===== src/rtl/nn_pkg.sv =====
// Shared types and constants for the operand load / compute sequencing controller.
package nn_pkg;

    // Controller states, 2-bit encoded.
    typedef enum logic [1:0] {
        StIdle = 2'd0,
        StLoad = 2'd1,
        StRun  = 2'd2,
        StWait = 2'd3
    } state_e;

    // Operand register targets.
    localparam logic SEL_WEIGHTS = 1'b0;
    localparam logic SEL_DATA    = 1'b1;

    // Width of the nibble index into the largest operand register.
    localparam int unsigned IDX_W = 5;

    // Width of the compute timeout timer (TIMEOUT is at most 255).
    localparam int unsigned TMR_W = 8;

    // Write write/index record packed for convenient comparison.
    typedef struct packed {
        logic             sel;
        logic [IDX_W-1:0] idx;
        logic [3:0]       nib;
    } wr_rec_t;

endpackage


===== src/rtl/nn_load_ctrl_if.sv =====
// Handshake and operand-register bus between host/pin decoder, controller and datapath.
interface nn_load_ctrl_if;
    import nn_pkg::*;

    // Host load / run requests
    logic             load_req;
    logic             load_sel;
    logic             abort;
    logic             in_valid;
    logic [3:0]       in_nibble;
    logic             in_ready;
    logic             run_req;

    // Datapath handshake
    logic             compute_done;
    logic             compute_start;

    // Operand register write port
    logic             reg_wr_en;
    logic             reg_sel;
    logic [IDX_W-1:0] reg_idx;
    logic [3:0]       reg_nib;

    // Status
    logic             load_done;
    logic             run_done;
    logic             err;
    logic             w_loaded;
    logic             d_loaded;

    // Host / datapath side: drives requests, observes status.
    modport master (
        output load_req,
        output load_sel,
        output abort,
        output in_valid,
        output in_nibble,
        output run_req,
        output compute_done,
        input  in_ready,
        input  compute_start,
        input  reg_wr_en,
        input  reg_sel,
        input  reg_idx,
        input  reg_nib,
        input  load_done,
        input  run_done,
        input  err,
        input  w_loaded,
        input  d_loaded
    );

    // Controller side.
    modport slave (
        input  load_req,
        input  load_sel,
        input  abort,
        input  in_valid,
        input  in_nibble,
        input  run_req,
        input  compute_done,
        output in_ready,
        output compute_start,
        output reg_wr_en,
        output reg_sel,
        output reg_idx,
        output reg_nib,
        output load_done,
        output run_done,
        output err,
        output w_loaded,
        output d_loaded
    );

endinterface


===== src/rtl/nibble_counter.sv =====
// Loadable counter with a terminal-count compare; counts up or down by one per enable.
module nibble_counter #(
    parameter int unsigned WIDTH = 5,
    parameter bit          DOWN  = 1'b0
) (
    input  logic             clk,
    input  logic             rst,
    input  logic             load,
    input  logic [WIDTH-1:0] load_val,
    input  logic             en,
    input  logic [WIDTH-1:0] term,
    output logic [WIDTH-1:0] value,
    output logic             tc
);

    localparam logic [WIDTH-1:0] Step = WIDTH'(1);

    logic [WIDTH-1:0] value_q;
    logic [WIDTH-1:0] value_d;

    // Next count: load wins over counting.
    always_comb begin
        value_d = value_q;
        if (load) begin
            value_d = load_val;
        end else if (en) begin
            value_d = DOWN ? (value_q - Step) : (value_q + Step);
        end
    end

    // Count register.
    always_ff @(posedge clk) begin
        if (rst) begin
            value_q <= '0;
        end else begin
            value_q <= value_d;
        end
    end

    assign value = value_q;
    assign tc    = (value_q == term);

endmodule


===== src/rtl/nn_load_ctrl.sv =====
// Operand load sequencer and compute-pass supervisor. Streams host nibbles MSB-first into
// the weight or data register, tracks which operands are complete, and launches a single
// compute pass with a timeout once both are loaded.
module nn_load_ctrl
    import nn_pkg::*;
#(
    parameter int unsigned WEIGHT_BITS = 32,
    parameter int unsigned DATA_BITS   = 128,
    parameter int unsigned TIMEOUT     = 255
) (
    input logic          clk,
    input logic          rst,
    nn_load_ctrl_if.slave bus
);

    localparam int unsigned NW = WEIGHT_BITS / 4;
    localparam int unsigned ND = DATA_BITS / 4;

    localparam logic [IDX_W-1:0] W_LAST = IDX_W'(NW - 1);
    localparam logic [IDX_W-1:0] D_LAST = IDX_W'(ND - 1);

    state_e state_q, state_d;

    logic             sel_q, sel_d;
    logic             w_loaded_q, w_loaded_d;
    logic             d_loaded_q, d_loaded_d;
    logic             wr_en_q, wr_en_d;
    logic             reg_sel_q, reg_sel_d;
    logic [IDX_W-1:0] idx_q, idx_d;
    logic [3:0]       nib_q, nib_d;
    logic             load_done_q, load_done_d;
    logic             run_done_q, run_done_d;
    logic             err_q, err_d;

    // Nibble counter and timeout timer controls
    logic             cnt_load, cnt_en, cnt_tc;
    logic [IDX_W-1:0] cnt_value;
    logic [IDX_W-1:0] last_idx;
    logic             tmr_load, tmr_en, tmr_tc;
    logic [TMR_W-1:0] tmr_value;
    logic             timed_out;

    assign last_idx = (sel_q == SEL_DATA) ? D_LAST : W_LAST;

    nibble_counter #(
        .WIDTH (IDX_W),
        .DOWN  (1'b0)
    ) u_cnt (
        .clk      (clk),
        .rst      (rst),
        .load     (cnt_load),
        .load_val ('0),
        .en       (cnt_en),
        .term     (last_idx),
        .value    (cnt_value),
        .tc       (cnt_tc)
    );

    nibble_counter #(
        .WIDTH (TMR_W),
        .DOWN  (1'b1)
    ) u_tmr (
        .clk      (clk),
        .rst      (rst),
        .load     (tmr_load),
        .load_val (TMR_W'(TIMEOUT)),
        .en       (tmr_en),
        .term     (TMR_W'(1)),
        .value    (tmr_value),
        .tc       (tmr_tc)
    );

    // The zero test keeps a misconfigured TIMEOUT of 0 from wrapping into a long wait.
    assign timed_out = tmr_tc || (tmr_value == '0);

    // Next-state and registered-output decode.
    always_comb begin
        state_d     = state_q;
        sel_d       = sel_q;
        w_loaded_d  = w_loaded_q;
        d_loaded_d  = d_loaded_q;
        wr_en_d     = 1'b0;
        reg_sel_d   = reg_sel_q;
        idx_d       = idx_q;
        nib_d       = nib_q;
        load_done_d = 1'b0;
        run_done_d  = 1'b0;
        err_d       = 1'b0;
        cnt_load    = 1'b0;
        cnt_en      = 1'b0;
        tmr_load    = 1'b0;
        tmr_en      = 1'b0;

        unique case (state_q)
            StIdle: begin
                if (bus.load_req) begin
                    sel_d    = bus.load_sel;
                    cnt_load = 1'b1;
                    if (bus.load_sel == SEL_DATA) begin
                        d_loaded_d = 1'b0;
                    end else begin
                        w_loaded_d = 1'b0;
                    end
                    state_d = StLoad;
                end else if (bus.run_req) begin
                    if (w_loaded_q && d_loaded_q) begin
                        state_d = StRun;
                    end else begin
                        err_d = 1'b1;
                    end
                end
            end

            StLoad: begin
                // Abort beats a simultaneous nibble: no write, flag stays clear.
                if (bus.abort) begin
                    state_d = StIdle;
                end else if (bus.in_valid) begin
                    wr_en_d   = 1'b1;
                    reg_sel_d = sel_q;
                    idx_d     = last_idx - cnt_value;
                    nib_d     = bus.in_nibble;
                    cnt_en    = 1'b1;
                    if (cnt_tc) begin
                        if (sel_q == SEL_DATA) begin
                            d_loaded_d = 1'b1;
                        end else begin
                            w_loaded_d = 1'b1;
                        end
                        load_done_d = 1'b1;
                        state_d     = StIdle;
                    end
                end
            end

            StRun: begin
                tmr_load = 1'b1;
                state_d  = StWait;
            end

            StWait: begin
                if (bus.compute_done) begin
                    run_done_d = 1'b1;
                    state_d    = StIdle;
                end else if (timed_out) begin
                    err_d   = 1'b1;
                    state_d = StIdle;
                end else begin
                    tmr_en = 1'b1;
                end
            end

            default: begin
                state_d = StIdle;
            end
        endcase
    end

    // State and registered outputs; reset clears everything including the loaded flags.
    always_ff @(posedge clk) begin
        if (rst) begin
            state_q     <= StIdle;
            sel_q       <= SEL_WEIGHTS;
            w_loaded_q  <= 1'b0;
            d_loaded_q  <= 1'b0;
            wr_en_q     <= 1'b0;
            reg_sel_q   <= 1'b0;
            idx_q       <= '0;
            nib_q       <= '0;
            load_done_q <= 1'b0;
            run_done_q  <= 1'b0;
            err_q       <= 1'b0;
        end else begin
            state_q     <= state_d;
            sel_q       <= sel_d;
            w_loaded_q  <= w_loaded_d;
            d_loaded_q  <= d_loaded_d;
            wr_en_q     <= wr_en_d;
            reg_sel_q   <= reg_sel_d;
            idx_q       <= idx_d;
            nib_q       <= nib_d;
            load_done_q <= load_done_d;
            run_done_q  <= run_done_d;
            err_q       <= err_d;
        end
    end

    assign bus.in_ready      = (state_q == StLoad);
    assign bus.compute_start = (state_q == StRun);
    assign bus.reg_wr_en     = wr_en_q;
    assign bus.reg_sel       = reg_sel_q;
    assign bus.reg_idx       = idx_q;
    assign bus.reg_nib       = nib_q;
    assign bus.load_done     = load_done_q;
    assign bus.run_done      = run_done_q;
    assign bus.err           = err_q;
    assign bus.w_loaded      = w_loaded_q;
    assign bus.d_loaded      = d_loaded_q;

endmodule


===== src/flat_wrapper.sv =====
// flat-port wrapper written by rule: the top's interface ports become plain ports
module nn_load_ctrl_flat import nn_pkg::*;
#(
    parameter int unsigned WEIGHT_BITS = 32,
    parameter int unsigned DATA_BITS   = 128,
    parameter int unsigned TIMEOUT     = 255
)
  (clk, rst, bus_load_req, bus_load_sel, bus_abort, bus_in_valid, bus_in_nibble, bus_run_req, bus_compute_done, bus_in_ready, bus_compute_start, bus_reg_wr_en, bus_reg_sel, bus_reg_idx, bus_reg_nib, bus_load_done, bus_run_done, bus_err, bus_w_loaded, bus_d_loaded);
  nn_load_ctrl_if bus_i ();
  input logic clk;
  input logic rst;
  input wire logic [$bits(bus_i.load_req)-1:0] bus_load_req;
  input wire logic [$bits(bus_i.load_sel)-1:0] bus_load_sel;
  input wire logic [$bits(bus_i.abort)-1:0] bus_abort;
  input wire logic [$bits(bus_i.in_valid)-1:0] bus_in_valid;
  input wire logic [$bits(bus_i.in_nibble)-1:0] bus_in_nibble;
  input wire logic [$bits(bus_i.run_req)-1:0] bus_run_req;
  input wire logic [$bits(bus_i.compute_done)-1:0] bus_compute_done;
  output wire logic [$bits(bus_i.in_ready)-1:0] bus_in_ready;
  output wire logic [$bits(bus_i.compute_start)-1:0] bus_compute_start;
  output wire logic [$bits(bus_i.reg_wr_en)-1:0] bus_reg_wr_en;
  output wire logic [$bits(bus_i.reg_sel)-1:0] bus_reg_sel;
  output wire logic [$bits(bus_i.reg_idx)-1:0] bus_reg_idx;
  output wire logic [$bits(bus_i.reg_nib)-1:0] bus_reg_nib;
  output wire logic [$bits(bus_i.load_done)-1:0] bus_load_done;
  output wire logic [$bits(bus_i.run_done)-1:0] bus_run_done;
  output wire logic [$bits(bus_i.err)-1:0] bus_err;
  output wire logic [$bits(bus_i.w_loaded)-1:0] bus_w_loaded;
  output wire logic [$bits(bus_i.d_loaded)-1:0] bus_d_loaded;
  assign bus_i.load_req = bus_load_req;
  assign bus_i.load_sel = bus_load_sel;
  assign bus_i.abort = bus_abort;
  assign bus_i.in_valid = bus_in_valid;
  assign bus_i.in_nibble = bus_in_nibble;
  assign bus_i.run_req = bus_run_req;
  assign bus_i.compute_done = bus_compute_done;
  assign bus_in_ready = bus_i.in_ready;
  assign bus_compute_start = bus_i.compute_start;
  assign bus_reg_wr_en = bus_i.reg_wr_en;
  assign bus_reg_sel = bus_i.reg_sel;
  assign bus_reg_idx = bus_i.reg_idx;
  assign bus_reg_nib = bus_i.reg_nib;
  assign bus_load_done = bus_i.load_done;
  assign bus_run_done = bus_i.run_done;
  assign bus_err = bus_i.err;
  assign bus_w_loaded = bus_i.w_loaded;
  assign bus_d_loaded = bus_i.d_loaded;
  nn_load_ctrl #(.WEIGHT_BITS(WEIGHT_BITS), .DATA_BITS(DATA_BITS), .TIMEOUT(TIMEOUT)) u_core (.clk(clk), .rst(rst), .bus(bus_i));
endmodule

===== config.mk =====
export PLATFORM = sky130hd
export DESIGN_NAME = nn_load_ctrl_flat
export DESIGN_NICKNAME = d
export VERILOG_FILES = /design/src/rtl/nn_pkg.sv /design/src/rtl/nn_load_ctrl_if.sv /design/src/rtl/nibble_counter.sv /design/src/rtl/nn_load_ctrl.sv /design/src/flat_wrapper.sv
export SDC_FILE = /design/constraint.sdc
export NUM_CORES = 1
export LEC_CHECK = 0
export CAP_MARGIN = 25
export CORE_MARGIN = 1
export CORE_UTILIZATION = 55
export CTS_BUF_LIST = sky130_fd_sc_hd__clkbuf_8
export DETAILED_ROUTE_END_ITERATION = 10
export PLACE_DENSITY_LB_ADDON = 0.2
export SYNTH_ARGS = -nofsm -noshare
export SYNTH_HDL_FRONTEND = slang
export SYNTH_HIERARCHICAL = 1
export SYNTH_SLANG_ARGS = --single-unit

===== constraint.sdc =====
create_clock -name clk -period 4.8 [get_ports clk]
set_input_delay 0.72 -clock clk [delete_from_list [all_inputs] [get_ports clk]]
set_output_delay 0.72 -clock clk [all_outputs]
set_load 0.02 [all_outputs]

* Yosys cells after proc, flatten, opt, wreduce, memory -nomap -nowiden
Cells that the tools add are included.
** Word-level totals
- Bits in registers :: 32
** Cells by class
- Add/subtract/negate cells :: 3
- Equal/unequal tests :: 18
- Mux-type cells :: 43
- Bitwise operators :: 4
- Reduce and logical (&&, ||, !) cells :: 14
** Operator list (number)
- two-way mux 1 bit :: 28
- two-way mux 2 bit :: 8
- two-way mux 8 bit :: 2
- AND reduction 7 bit :: 2
- inequality test 2 bit (second input constant) :: 6
- inequality test 3 x 2 -> 1 bit (second input constant) :: 3
- equality test 8 x 1 -> 1 bit (second input constant) :: 1
- zero test 8 bit :: 1
- case mux 2 bit (4 select lines) :: 1
- subtractor 8 x 1 -> 8 bit (second input constant) :: 1
- inequality test 3 bit (second input constant) :: 2
- case mux 1 bit (2 select lines) :: 3
- adder 5 x 1 -> 5 bit (second input constant) :: 1
- equality test 5 bit :: 1
- two-way mux 5 bit :: 1
- AND reduction 5 bit :: 1
- subtractor 5 bit :: 1
- equality test 2 bit (second input constant) :: 2
- inequality test 2 x 1 -> 1 bit (second input constant) :: 2
- inverter 1 bit :: 4
- nonzero test 2 bit :: 2
- OR reduction 2 bit :: 2
- OR reduction 4 bit :: 1
- AND reduction 3 bit :: 1
- other kinds (5) :: 5

* Depth between registers and ports, before layout
- Word-level depth :: 7
- Mapped depth :: 10
- Mapped depth without buffers :: 8

* Cells and area by module
Netlist, hierarchy kept.
** Modules (own cells, without submodules)
- nn_load_ctrl :: times used 1, cells an instance 107, area each 947.2 µm²
- nibble_counter (u_core.u_tmr) :: times used 1, cells an instance 69, area each 573.0 µm²
- nibble_counter (u_core.u_cnt) :: times used 1, cells an instance 35, area each 310.3 µm²

* Worst setup path before layout
No wires, ideal clock.
- Path kind :: input-to-reg
- Start point :: input port bus_compute_done
- End point :: register u_core.u_tmr.value_q[7] (netlist: u_core/u_tmr/value[7])
- Library setup time :: 0.083 ns
- Arrival time :: 2.233 ns
- Required time :: 4.717 ns
- Setup slack :: 2.485 ns
- Stages on the path :: 6
- Path buffers :: 1
- Cell sequence :: nand2b_1 > a211o_2 > inv_1 > clkbuf_1 > or4b_2 > o221ai_1
** Between the ends
- Longest elaborated chain between the ends :: 3
** Ends and longest elaborated chain
- start, declared :: RTL line flat_wrapper.sv:18 : input wire logic [$bits(bus_i.compute_done)-1:0] bus_compute_done;
- two-way mux 1 bit :: RTL line nn_load_ctrl.sv:142 : if (bus.compute_done) begin
- two-way mux 1 bit :: RTL line nn_load_ctrl.sv:94 : unique case (state_q)
- net u_core.tmr_en :: RTL line nn_load_ctrl.sv:39 : logic tmr_load, tmr_en, tmr_tc;
- nonzero test 2 bit (no line)
- end signal, assigned :: RTL line nibble_counter.sv:36 : value_q <= value_d;
- end, declared :: RTL line nibble_counter.sv:18 : logic [WIDTH-1:0] value_q;
The timed path passes the listed nets, and every way through them passes these cells.
A chain may end at the register's enable or synchronous reset.

* Final worst setup path
- Start point :: register u_core.state_q[0]
- End point :: output port bus_compute_start
** Between the ends
- Longest elaborated chain between the ends :: 1
** Ends and longest elaborated chain
- start, declared :: RTL line nn_load_ctrl.sv:22 : state_e state_q, state_d;
- start signal, assigned :: RTL line nn_load_ctrl.sv:162 : state_q <= StIdle;
- start signal, assigned :: RTL line nn_load_ctrl.sv:174 : state_q <= state_d;
- equality test 2 bit :: RTL line nn_load_ctrl.sv:189 : assign bus.compute_start = (state_q == StRun);
- end, declared :: RTL line flat_wrapper.sv:20 : output wire logic [$bits(bus_i.compute_start)-1:0] bus_compute_start;
No other way between the ends.

==> flow_summary.toml <==
[outcome]
status = "completed"

[synth]
synth_seq_cells = 32
yosysTopAreaCell = "dfxtp_1"
synth-async-reset-ratio_pct = 0
synth_top_area_share_pct = 35.0
synth.distinct_cells = 50
netlist_instances = 211
ys.warnings.count = 6
avgSynthCellArea_um2 = 8.68
syn_area_um2 = 1830
yosysSeqAreaShare_pct = 35.0
synth-main-ff-cell = "dfxtp_1"
synth_area_leaders = "dfxtp_1 35%, xnor2_1 8.1%, ha_1 4.8%"
synth-edff-count = 0

[critical_path]
crit_type = "flip-flop to primary output"
crit_required_ps = 4080
r2r_slack_ps = 2660
cp-start-kind = "flip-flop"
critPathMaxFanout = 18
arrival_ps = 2010
endpoint_kind = "primary output"

[layout]
nets = 279
final_cell_mix = "32 x dfxtp_1, 29 x clkdlybuf4s50_1, 24 x conb_1"
drive_gt1_share_pct = 8.05
layout_commonest_cell = "dfxtp_1"
layout-area-overhead-vs-synth_pct = 26.2
n_antenna_cell = 0

[place]
gp_congestion = 0.810
io_buffers = 29
hpwlAfterDp_mm = 2.50

[clock_tree]
cts_tree = "built"
post-cts-setup-buffers = 0
clkSinkCount = 32
clk_path_buf_depth = 2
clkSlewWorstSetupHoldPaths_ps = 70
clkLatencyLatePin_ps = 280
cts_hold_buf = 0
cts_made_buffers = 5
cts_resized = 0
h-tree-depth = 2
root_buffer = "clkbuf_8"

[timing]
hold_ws_ps = 456
rsz0062_at_grt = "no"
finalHoldViolCount = 0
relSlewSlack_pct = 57.8
fmax_mhz = 367
fin_crit_ps = 2730
period_share_pct = 56.8
fin_skew_ps = 3.72
drv_slew = 0
setup_violations = 0
worst_pin_slew_ps = 632
timing.setup.tns_ps = 0

[drt]
vias = 1556
drt_iter0_markers = 59
dr.pass1.iters = 4
wl_per_cell_um = 11.8
drc = 0
vias_per_cell = 5.10
wl_mm = 3.59
drtAntennaViolNets = 0

[die]
die_h_um = 59.7
coreArea_um2 = 3100
dieArea_um2 = 3560
initial_core_util_pct = 59.0
io_pins = 30
die_w_um = 59.7
core.rowCount = 20

[power]
vdd_drop_max_mv = 0.228
p_per_area_nw_per_um2 = 386
leakagePower_nw = 0.892

[global_route]
grt_pass1_wl_mm = 5.85
grtUsageTotal_pct = 21.9
grt_max_degree = 34
grt_antenna_before_repair = 0
grt_overflow = 0
grt_pass1_vias = 1359

[job]
max_cap_violations = 0

[min_path]
hp-class = "flip-flop to flip-flop"
-- stage by stage --
stage	area (um2)	instances	worst slack [ps]	power [mW]	utilization [%]
floorplan	1910	233	2480	0.573	-
global placement	2200	297	2080	0.635	71.0
detailed placement	2200	297	2080	0.641	71.0
CTS	2310	305	2060	0.894	74.5
global route	2310	305	1950	0.945	74.5
finish	2310	305	2070	0.891	74.5
-- Yosys cell counts (3+ instances only) --
master	count
a211oi_1	7
a21oi_1	17
a21oi_2	3
clkbuf_1	6
dfxtp_1	32
ha_1	7
inv_1	16
mux2i_1	5
nand2_1	21
nand3_1	3
nand4_1	5
nor2_1	15
nor2b_1	3
nor3_1	4
nor4_1	3
o21a_1	5
o31a_1	3
xnor2_1	17
xor2_1	5
-- cell families (layout without fill, tap and decap cells) --
logic type / Yosys count / count (layout) / synth area share [%]
other: 2 / 24 / 0.410
buffers and inverters: 27 / 55 / 7.18
DFF: 32 / 32 / 35.0
and+or+nand+nor: 67 / 67 / 19.1
AOI/OAI and AO/OA: 48 / 48 / 19.7
xor gates and xnor gates: 22 / 22 / 10.5
muxes: 6 / 6 / 3.35
adders and majority gates: 7 / 7 / 4.78
-- power by group --
part | leakage [nW] | total [mW] | internal (mW) | switching, mW
Sequential | 0.261 | 0.345 | 0.299 | 0.0468
Combinational | 0.572 | 0.294 | 0.142 | 0.152
Clock | 0.0593 | 0.251 | 0.152 | 0.0992
Total | 0.892 | 0.891 | 0.593 | 0.298
-- worst max-delay path: stages, from the launching register on --
cell	delay, ps
dfxtp_1	350
inv_1	90
ha_1	560
clkdlybuf4s50_1	720
-- sequential cells by signal, summed over array words and instances (netlist names), 2 cells and up --
| register | flops |
|---|---|
| u_core/u_tmr/value | 8 |
| u_core/bus.reg_idx | 5 |
| u_core/u_cnt/value | 5 |
| u_core/bus.reg_nib | 4 |
| u_core/state_q | 2 |
-- routing by layer --
layer  GRT usage [%]  routed length [um]
met5               0                   0
met4            8.31                  41
met3            4.98                 168
met2            36.5                1680
met1            27.4                1700
-- area by class of cell --
class	instances	area (um2)
Inverter	17	68.8
Clock inverter	3	38.8
Fill cell	254	792
Multi-Input combinational cell	174	1140
Sequential cell	32	641
Clock buffer	5	68.8
Tap cell	44	55.1
Timing Repair Buffer	30	298
-- worst paths after layout --
| check | endpoint | cells past startpoint | start |
|---|---|---|---|
| hold reg to reg | u_core/bus.reg_nib[3] | 2 | u_core/bus.reg_nib[3] |
| setup reg to reg | u_core/u_tmr/value[7] | 7 | u_core/u_tmr/value[2] |
| setup / recovery | bus_compute_start | 3 | u_core/state_q[0] |
| hold / removal | u_core/bus.reg_nib[3] | 2 | u_core/bus.reg_nib[3] |
(Power assumes the default switching activity.)
